$ cat config.mk
export PLATFORM = sky130hd
export DESIGN_NAME = ascii_word_formatter_flat
export DESIGN_NICKNAME = d
export VERILOG_FILES = /design/src/rtl/ascii_fmt_pkg.sv /design/src/rtl/ascii_word_formatter_if.sv /design/src/rtl/tx_pacer.sv /design/src/rtl/ascii_word_formatter.sv /design/src/flat_wrapper.sv
export SDC_FILE = /design/constraint.sdc
export NUM_CORES = 1
export LEC_CHECK = 0
export ABC_AREA = 0
export CORE_ASPECT_RATIO = 1.75
export CORE_MARGIN = 1.5
export CORE_UTILIZATION = 30
export CTS_BUF_LIST = sky130_fd_sc_hd__clkbuf_8
export DETAILED_ROUTE_END_ITERATION = 10
export PLACE_DENSITY_LB_ADDON = 0.15
export SYNTH_ARGS = -nofsm -noshare
export SYNTH_HDL_FRONTEND = slang
export SYNTH_HIERARCHICAL = 1
export SYNTH_SLANG_ARGS = --single-unit
$ cat constraint.sdc
create_clock -name clk -period 6.65 [get_ports clk]
set_clock_uncertainty 0.05 [all_clocks]
set_input_delay 0.665 -clock clk [delete_from_list [all_inputs] [get_ports clk]]
set_output_delay 0.665 -clock clk [all_outputs]
set_load 0.05 [all_outputs]
$ cat src/rtl/ascii_fmt_pkg.sv
// Shared types, constants and helpers for the ASCII word formatter.
// Holds the FSM state encoding and the nibble-to-character mapping.
package ascii_fmt_pkg;

  typedef enum logic [2:0] {
    StIdle,
    StDigit,
    StSep,
    StCr,
    StLf
  } fmt_state_e;

  localparam logic [7:0] ASCII_CR = 8'h0D;
  localparam logic [7:0] ASCII_LF = 8'h0A;

  // Uppercase hex digit: 0-9 -> 0x30.., A-F -> 0x41..
  function automatic logic [7:0] nibble_to_ascii(input logic [3:0] nib);
    if (nib < 4'd10) begin
      return 8'h30 + {4'h0, nib};
    end else begin
      return 8'h37 + {4'h0, nib};
    end
  endfunction

endpackage

$ cat src/rtl/ascii_word_formatter_if.sv
// Message-in / character-out handshake bundle for ascii_word_formatter.
// slave is the formatter side, master is the producer/sink side.
interface ascii_word_formatter_if #(
  parameter int unsigned WIDTH = 24,
  parameter int unsigned COUNT = 2
) ();

  logic                     i_stb;
  logic                     i_rdy;
  logic [WIDTH*COUNT-1:0]   i_dat;
  logic                     i_mode;
  logic                     o_stb;
  logic                     o_rdy;
  logic [7:0]               o_dat;
  logic                     o_busy;

  modport slave (
    input  i_stb, i_dat, i_mode, o_rdy,
    output i_rdy, o_stb, o_dat, o_busy
  );

  modport master (
    output i_stb, i_dat, i_mode, o_rdy,
    input  i_rdy, o_stb, o_dat, o_busy
  );

endinterface

$ cat src/rtl/tx_pacer.sv
// Minimum-interval pacer: after a handshake pulse, o_ready drops for
// TX_INTERVAL-1 cycles. TX_INTERVAL = 1 keeps o_ready permanently high.
module tx_pacer #(
  parameter int unsigned TX_INTERVAL = 4
) (
  input  logic clk,
  input  logic rst_n,
  input  logic i_hs,
  output logic o_ready
);

  localparam int unsigned CntW = $clog2(TX_INTERVAL + 1);
  localparam logic [CntW-1:0] Reload = CntW'(TX_INTERVAL - 1);

  logic [CntW-1:0] r_cnt;
  logic            r_ready;

  // Ready is registered so it is high exactly when the counter has reached zero.
  always_ff @(posedge clk or negedge rst_n) begin
    if (!rst_n) begin
      r_cnt   <= '0;
      r_ready <= 1'b1;
    end else if (i_hs) begin
      r_cnt   <= Reload;
      r_ready <= (Reload == '0);
    end else if (r_cnt != '0) begin
      r_cnt   <= r_cnt - CntW'(1);
      r_ready <= (r_cnt == CntW'(1));
    end
  end

  assign o_ready = r_ready;

endmodule

$ cat src/rtl/ascii_word_formatter.sv
// Converts a latched multi-word message into an ASCII stream: digits, separators, CR, LF.
// Binary radix is only built when ASCII_FMT_BIN_EN is defined; otherwise hex only.
module ascii_word_formatter
  import ascii_fmt_pkg::*;
#(
  parameter int unsigned WIDTH       = 24,
  parameter int unsigned COUNT       = 2,
  parameter int unsigned TX_INTERVAL = 4,
  parameter logic [7:0]  SEP_CHAR    = 8'h5F
) (
  input logic                   clk,
  input logic                   rst_n,
  ascii_word_formatter_if.slave bus
);

  localparam int unsigned MsgW  = WIDTH * COUNT;
  localparam int unsigned CharW = $clog2(WIDTH + 1);
  localparam int unsigned WordW = (COUNT > 1) ? $clog2(COUNT) : 1;

  localparam logic [CharW-1:0] HexLast  = CharW'(WIDTH / 4 - 1);
  localparam logic [CharW-1:0] BinLast  = CharW'(WIDTH - 1);
  localparam logic [WordW-1:0] WordLast = WordW'(COUNT - 1);

  fmt_state_e        r_state, w_state_d;
  logic [MsgW-1:0]   r_shift, w_shift_d;
  logic [CharW-1:0]  r_char_cnt, w_char_cnt_d;
  logic [WordW-1:0]  r_word_cnt, w_word_cnt_d;
  logic              r_i_rdy;
  logic              r_busy;
  logic [7:0]        r_o_dat, w_dat_d;

  logic              w_pace_rdy;
  logic              w_o_stb;
  logic              w_hs;
  logic              w_accept;
  logic              w_mode_bin;
  logic              w_mode_d;

  assign w_o_stb  = (r_state != StIdle) & w_pace_rdy;
  assign w_hs     = w_o_stb & bus.o_rdy;
  // r_i_rdy is only high in idle, so it doubles as the accept qualifier.
  assign w_accept = bus.i_stb & r_i_rdy;

`ifdef ASCII_FMT_BIN_EN
  logic r_mode;

  assign w_mode_bin = r_mode;
  assign w_mode_d   = w_accept ? bus.i_mode : r_mode;

  always_ff @(posedge clk or negedge rst_n) begin
    if (!rst_n) begin
      r_mode <= 1'b0;
    end else begin
      r_mode <= w_mode_d;
    end
  end
`else
  logic w_unused_mode;

  assign w_unused_mode = bus.i_mode;
  assign w_mode_bin    = 1'b0;
  assign w_mode_d      = 1'b0;
`endif

  always_comb begin
    w_state_d    = r_state;
    w_shift_d    = r_shift;
    w_char_cnt_d = r_char_cnt;
    w_word_cnt_d = r_word_cnt;
    unique case (r_state)
      StIdle: begin
        if (w_accept) begin
          w_state_d    = StDigit;
          w_shift_d    = bus.i_dat;
          w_char_cnt_d = w_mode_d ? BinLast : HexLast;
          w_word_cnt_d = WordLast;
        end
      end
      StDigit: begin
        if (w_hs) begin
          w_shift_d = w_mode_bin ? (r_shift << 1) : (r_shift << 4);
          if (r_char_cnt != '0) begin
            w_char_cnt_d = r_char_cnt - CharW'(1);
          end else if (r_word_cnt != '0) begin
            w_state_d    = StSep;
            w_word_cnt_d = r_word_cnt - WordW'(1);
          end else begin
            w_state_d = StCr;
          end
        end
      end
      StSep: begin
        if (w_hs) begin
          w_state_d    = StDigit;
          w_char_cnt_d = w_mode_bin ? BinLast : HexLast;
        end
      end
      StCr: begin
        if (w_hs) w_state_d = StLf;
      end
      StLf: begin
        if (w_hs) w_state_d = StIdle;
      end
      default: w_state_d = StIdle;
    endcase
  end

  // Character presented in the next state; the next word is already at the top of the shifter.
  always_comb begin
    w_dat_d = 8'h00;
    unique case (w_state_d)
      StDigit: begin
        w_dat_d = w_mode_d ? {7'h18, w_shift_d[MsgW-1]}
                           : nibble_to_ascii(w_shift_d[MsgW-1 -: 4]);
      end
      StSep:   w_dat_d = SEP_CHAR;
      StCr:    w_dat_d = ASCII_CR;
      StLf:    w_dat_d = ASCII_LF;
      default: w_dat_d = 8'h00;
    endcase
  end

  always_ff @(posedge clk or negedge rst_n) begin
    if (!rst_n) begin
      r_state    <= StIdle;
      r_shift    <= '0;
      r_char_cnt <= '0;
      r_word_cnt <= '0;
      r_i_rdy    <= 1'b0;
      r_busy     <= 1'b0;
      r_o_dat    <= 8'h00;
    end else begin
      r_state    <= w_state_d;
      r_shift    <= w_shift_d;
      r_char_cnt <= w_char_cnt_d;
      r_word_cnt <= w_word_cnt_d;
      r_i_rdy    <= (w_state_d == StIdle);
      r_busy     <= (w_state_d != StIdle);
      r_o_dat    <= w_dat_d;
    end
  end

  tx_pacer #(
    .TX_INTERVAL(TX_INTERVAL)
  ) u_pacer (
    .clk    (clk),
    .rst_n  (rst_n),
    .i_hs   (w_hs),
    .o_ready(w_pace_rdy)
  );

  assign bus.i_rdy  = r_i_rdy;
  assign bus.o_stb  = w_o_stb;
  assign bus.o_dat  = r_o_dat;
  assign bus.o_busy = r_busy;

endmodule

$ cat src/flat_wrapper.sv
// flat-port wrapper written by rule: the top's interface ports become plain ports
module ascii_word_formatter_flat import ascii_fmt_pkg::*;
#(
  parameter int unsigned WIDTH       = 24,
  parameter int unsigned COUNT       = 2,
  parameter int unsigned TX_INTERVAL = 4,
  parameter logic [7:0]  SEP_CHAR    = 8'h5F
)
  (clk, rst_n, bus_i_stb, bus_i_dat, bus_i_mode, bus_o_rdy, bus_i_rdy, bus_o_stb, bus_o_dat, bus_o_busy);
  ascii_word_formatter_if #(.WIDTH(WIDTH), .COUNT(COUNT)) bus_i ();
  input logic clk;
  input logic rst_n;
  input wire logic [$bits(bus_i.i_stb)-1:0] bus_i_stb;
  input wire logic [$bits(bus_i.i_dat)-1:0] bus_i_dat;
  input wire logic [$bits(bus_i.i_mode)-1:0] bus_i_mode;
  input wire logic [$bits(bus_i.o_rdy)-1:0] bus_o_rdy;
  output wire logic [$bits(bus_i.i_rdy)-1:0] bus_i_rdy;
  output wire logic [$bits(bus_i.o_stb)-1:0] bus_o_stb;
  output wire logic [$bits(bus_i.o_dat)-1:0] bus_o_dat;
  output wire logic [$bits(bus_i.o_busy)-1:0] bus_o_busy;
  assign bus_i.i_stb = bus_i_stb;
  assign bus_i.i_dat = bus_i_dat;
  assign bus_i.i_mode = bus_i_mode;
  assign bus_i.o_rdy = bus_o_rdy;
  assign bus_i_rdy = bus_i.i_rdy;
  assign bus_o_stb = bus_i.o_stb;
  assign bus_o_dat = bus_i.o_dat;
  assign bus_o_busy = bus_i.o_busy;
  ascii_word_formatter #(.WIDTH(WIDTH), .COUNT(COUNT), .TX_INTERVAL(TX_INTERVAL), .SEP_CHAR(SEP_CHAR)) u_core (.clk(clk), .rst_n(rst_n), .bus(bus_i));
endmodule
==> key figures <==
Drt
  – DRT iter0 DRCs: 116
  – Vias/cell: 4.95
  – Final WL: 7380 um
  – Drt first pass iters: 6
  – Vias: 2,526
  – Per-cell routed wire length: 14.5 um
  – # DRC: 0
  – Detail Route Antenna Nets: 0

Die
  – Total Die Area: 11,200 um^2
  – Die height: 139 um
  – Cell Rows: 49
  – Die outline width: 80.5 um
  – Io pins: 64
  – Starting Density: 30.8%
  – Total core area: 10,200 um^2

Job
  – # Max-Cap Violations: 0

Setup path
  – CP peak stage delay: 690 ps
  – CP Max Fanout: 14
  – Levels on crit path: 3
  – Slowest CP cell: clkdlybuf4s50_1
  – FF-to-FF path depth: 8
  – Buf/Inv on CP: 1
  – Worst r2r src: u_core/r_state[2]
  – Largest delay share family, worst path: buffers and inverters
  – Crit start category: register
  – Worst Setup SP: u_core/r_state[2]
  – Crit Path Class: reg -> out
  – CP required: 5930 ps
  – Crit path DAT: 2210 ps
  – Crit path cell chain: or3_4 > and2_1 > clkdlybuf4s50_1
  – CP Capture Type: output pin

Power and ir drop
  – Clock Power Share: 26.4%
  – Sw frac: 35.0%
  – Int Power: 0.791 mW
  – Comb power frac: 30.4%
  – Leak pwr: 1.96 nW
  – Power Density: 300 nW/um^2
  – Reg power frac: 43.2%
  – Worst vdd ir: 181 uV
  – NetSw: 0.425 mW

Clock tree
  – CTS Buffer Depth: 2
  – CTS buffer count: 9
  – Clk slew on worst S/H paths: 70 ps
  – CTS H-tree lvls: 3
  – Root Buffer: clkbuf_8
  – Clk Latency, worst-skew pair: 340 ps
  – CTS tree: done
  – Post-CTS Setup Repair Bufs: 0
  – Post-CTS Resized: 0
  – TritonCTS Sinks: 70
  – Hold buffer count at cts: 0

Global route
  – Largest net degree at the start of global routing: 71
  – Initial antenna violation count: 0
  – GRT overflow: 0
  – Global-route wire length before repair: 12,200 um
  – GRT Overall Usage: 14.3%
  – Vias in the first global route: 2,603

Timing
  – Final hold vios: 0
  – Minimum clock period: 2930 ps
  – Setup TNS: 0 ps
  – Fmax: 341 MHz
  – Worst slew margin: 28.6%
  – Fin Hold WS: 427 ps
  – RSZ-0062 raised after global routing: no
  – Slew @ Worst Pin: 1070 ps
  – Crit share post-route: 44.1%
  – Finish-stage setup viols: 0
  – Slew Limit Fails: 0

Synth
  – YS warnings: 6
  – Post-synth EDFFs: 0
  – Register area share after synthesis: 55.6%
  – Yosys reg bits: 70
  – Top_reg_cell synth: dfrtp_1
  – Synthesized area: 3150 um^2
  – Syn_nets: 380
  – Post-synth ARST share: 100%
  – Synth cell types: 46
  – Synth Instances: 321
  – Syn_area_per_cell: 9.82 um^2

Min path
  – Hold_sp: u_core/r_shift[27]
  – HP Class: reg -> reg
  – Hold depth: 2

Placement
  – Post-DP HPWL: 4810 um
  – # port buffers: 61
  – Placed Area: 3870 um^2
  – Routability Congestion: 0.726

Cells and area
  – Share of cells above drive strength 1: 8.62%
  – Most frequent cells in the layout: nand2_1, dfrtp_1, clkdlybuf4s50_1
  – Design Area, Final: 4060 um^2
  – Most common cell after layout, fill and taps aside: nand2_1
  – Area Growth Syn to Fin: 28.7%
  – Number of fill cells: 1,035
  – Final-stage net count: 437
  – Antenna Cells: 0

Status
  – Status: finished, final reports clean
==> metal layers <==
metal / track usage [%] / vias to the layer above / share of wire (%)
met4: 6.26 / 0 / 1.4
met2: 23.6 / 65 / 52
met3: 4.21 / 8 / 4.8
met1: 17.0 / 1227 / 42
met5: 0 / - / 0
li1: - / 1226 / -
==> state kept, by name (all words and copies together) (netlist names) <==
| name | flops |
|---|---|
| u_core/r_word_cnt | 1 |
| u_core/r_state | 3 |
| u_core/u_pacer/r_cnt | 3 |
| u_core/bus.o_busy | 1 |
| u_core/u_pacer/o_ready | 1 |
| u_core/bus.o_dat | 7 |
| u_core/r_shift | 48 |
| u_core/r_char_cnt | 5 |
| u_core/bus.i_rdy | 1 |
==> worst reg2reg max path, stage by stage (launching register included) <==
cell and delay (ps):
dfrtp_1 530, or3b_1 500, nor2_4 100, buf_4 430
a221o_1 290, inv_1 80, ha_1 280, and2_1 140
o31ai_2 180
==> cell families after synthesis <==
logic type / count (synthesis) / share of synthesized area, %
muxes: 1 / 0.317
adders and majority gates: 6 / 2.38
and+or+nand+nor: 139 / 19.3
buffers and inverters: 28 / 3.77
DFF: 70 / 55.6
AOI/OAI and AO/OA: 71 / 17.1
other: 1 / 0.119
xor gates and xnor gates: 5 / 1.39
==> through the flow <==
step | setup slack, ps | utilization, % | cells | power [mW]
2_1_floorplan | 4410 | - | 321 | 0.777
3_3_place_gp | 3570 | 37.8 | 494 | 0.899
3_5_place_dp | 3550 | 37.8 | 494 | 0.907
4_1_cts | 3690 | 39.6 | 510 | 1.23
5_1_grt | 3620 | 39.6 | 510 | 1.30
6_report | 3720 | 39.6 | 510 | 1.22
==> cells in the mapped netlist (all sizes together), types with 2 or more instances <==
cell type	n	area (um^2)
a21oi	6	30.0
a221o	3	31.3
a22o	4	35.0
a22oi	41	308
and2	3	18.8
and3	5	31.3
buf	4	28.8
clkbuf	13	48.8
dfrtp	69	1730
ha	6	75.1
inv	11	41.3
nand2	89	334
nand2b	3	18.8
nand3	4	20.0
nor2	18	67.6
nor3	5	25.0
o21ai	8	43.8
or2	2	12.5
or3	3	23.8
or3b	2	17.5
xnor2	4	35.0
==> power groups by stage <==
stage | combinational, mW | sequential, mW | clock, mW
floorplan | 0.198 | 0.579 | 0
global placement | 0.368 | 0.531 | 0
detailed placement | 0.374 | 0.533 | 0
CTS | 0.375 | 0.525 | 0.334
global route | 0.410 | 0.532 | 0.355
finish | 0.369 | 0.525 | 0.322
==> worst paths after layout <==
kind | to | slack [ps]
setup / recovery | bus_o_stb | 3720
hold / removal | u_core/r_shift[27] | 430
setup reg to reg | u_core/bus.o_dat[1] | 3980
hold reg to reg | u_core/r_shift[27] | 430
max in group asynchronous | u_core/r_char_cnt[4] | 5480
min in group asynchronous | u_core/r_shift[25] | 470
==> cell type report <==
class	instances	area, um^2	share of cell area (%)
timing repair buffer	63	621	15.3
clock inverter	4	21.3	0.524
multi-input combinational	223	1300	32.0
inverter	11	41.3	1.02
tap	127	159	3.92
sequential	70	1750	43.2
clock buffer	12	165	4.07
No activity file was read; power rests on OpenSTA's default activity.
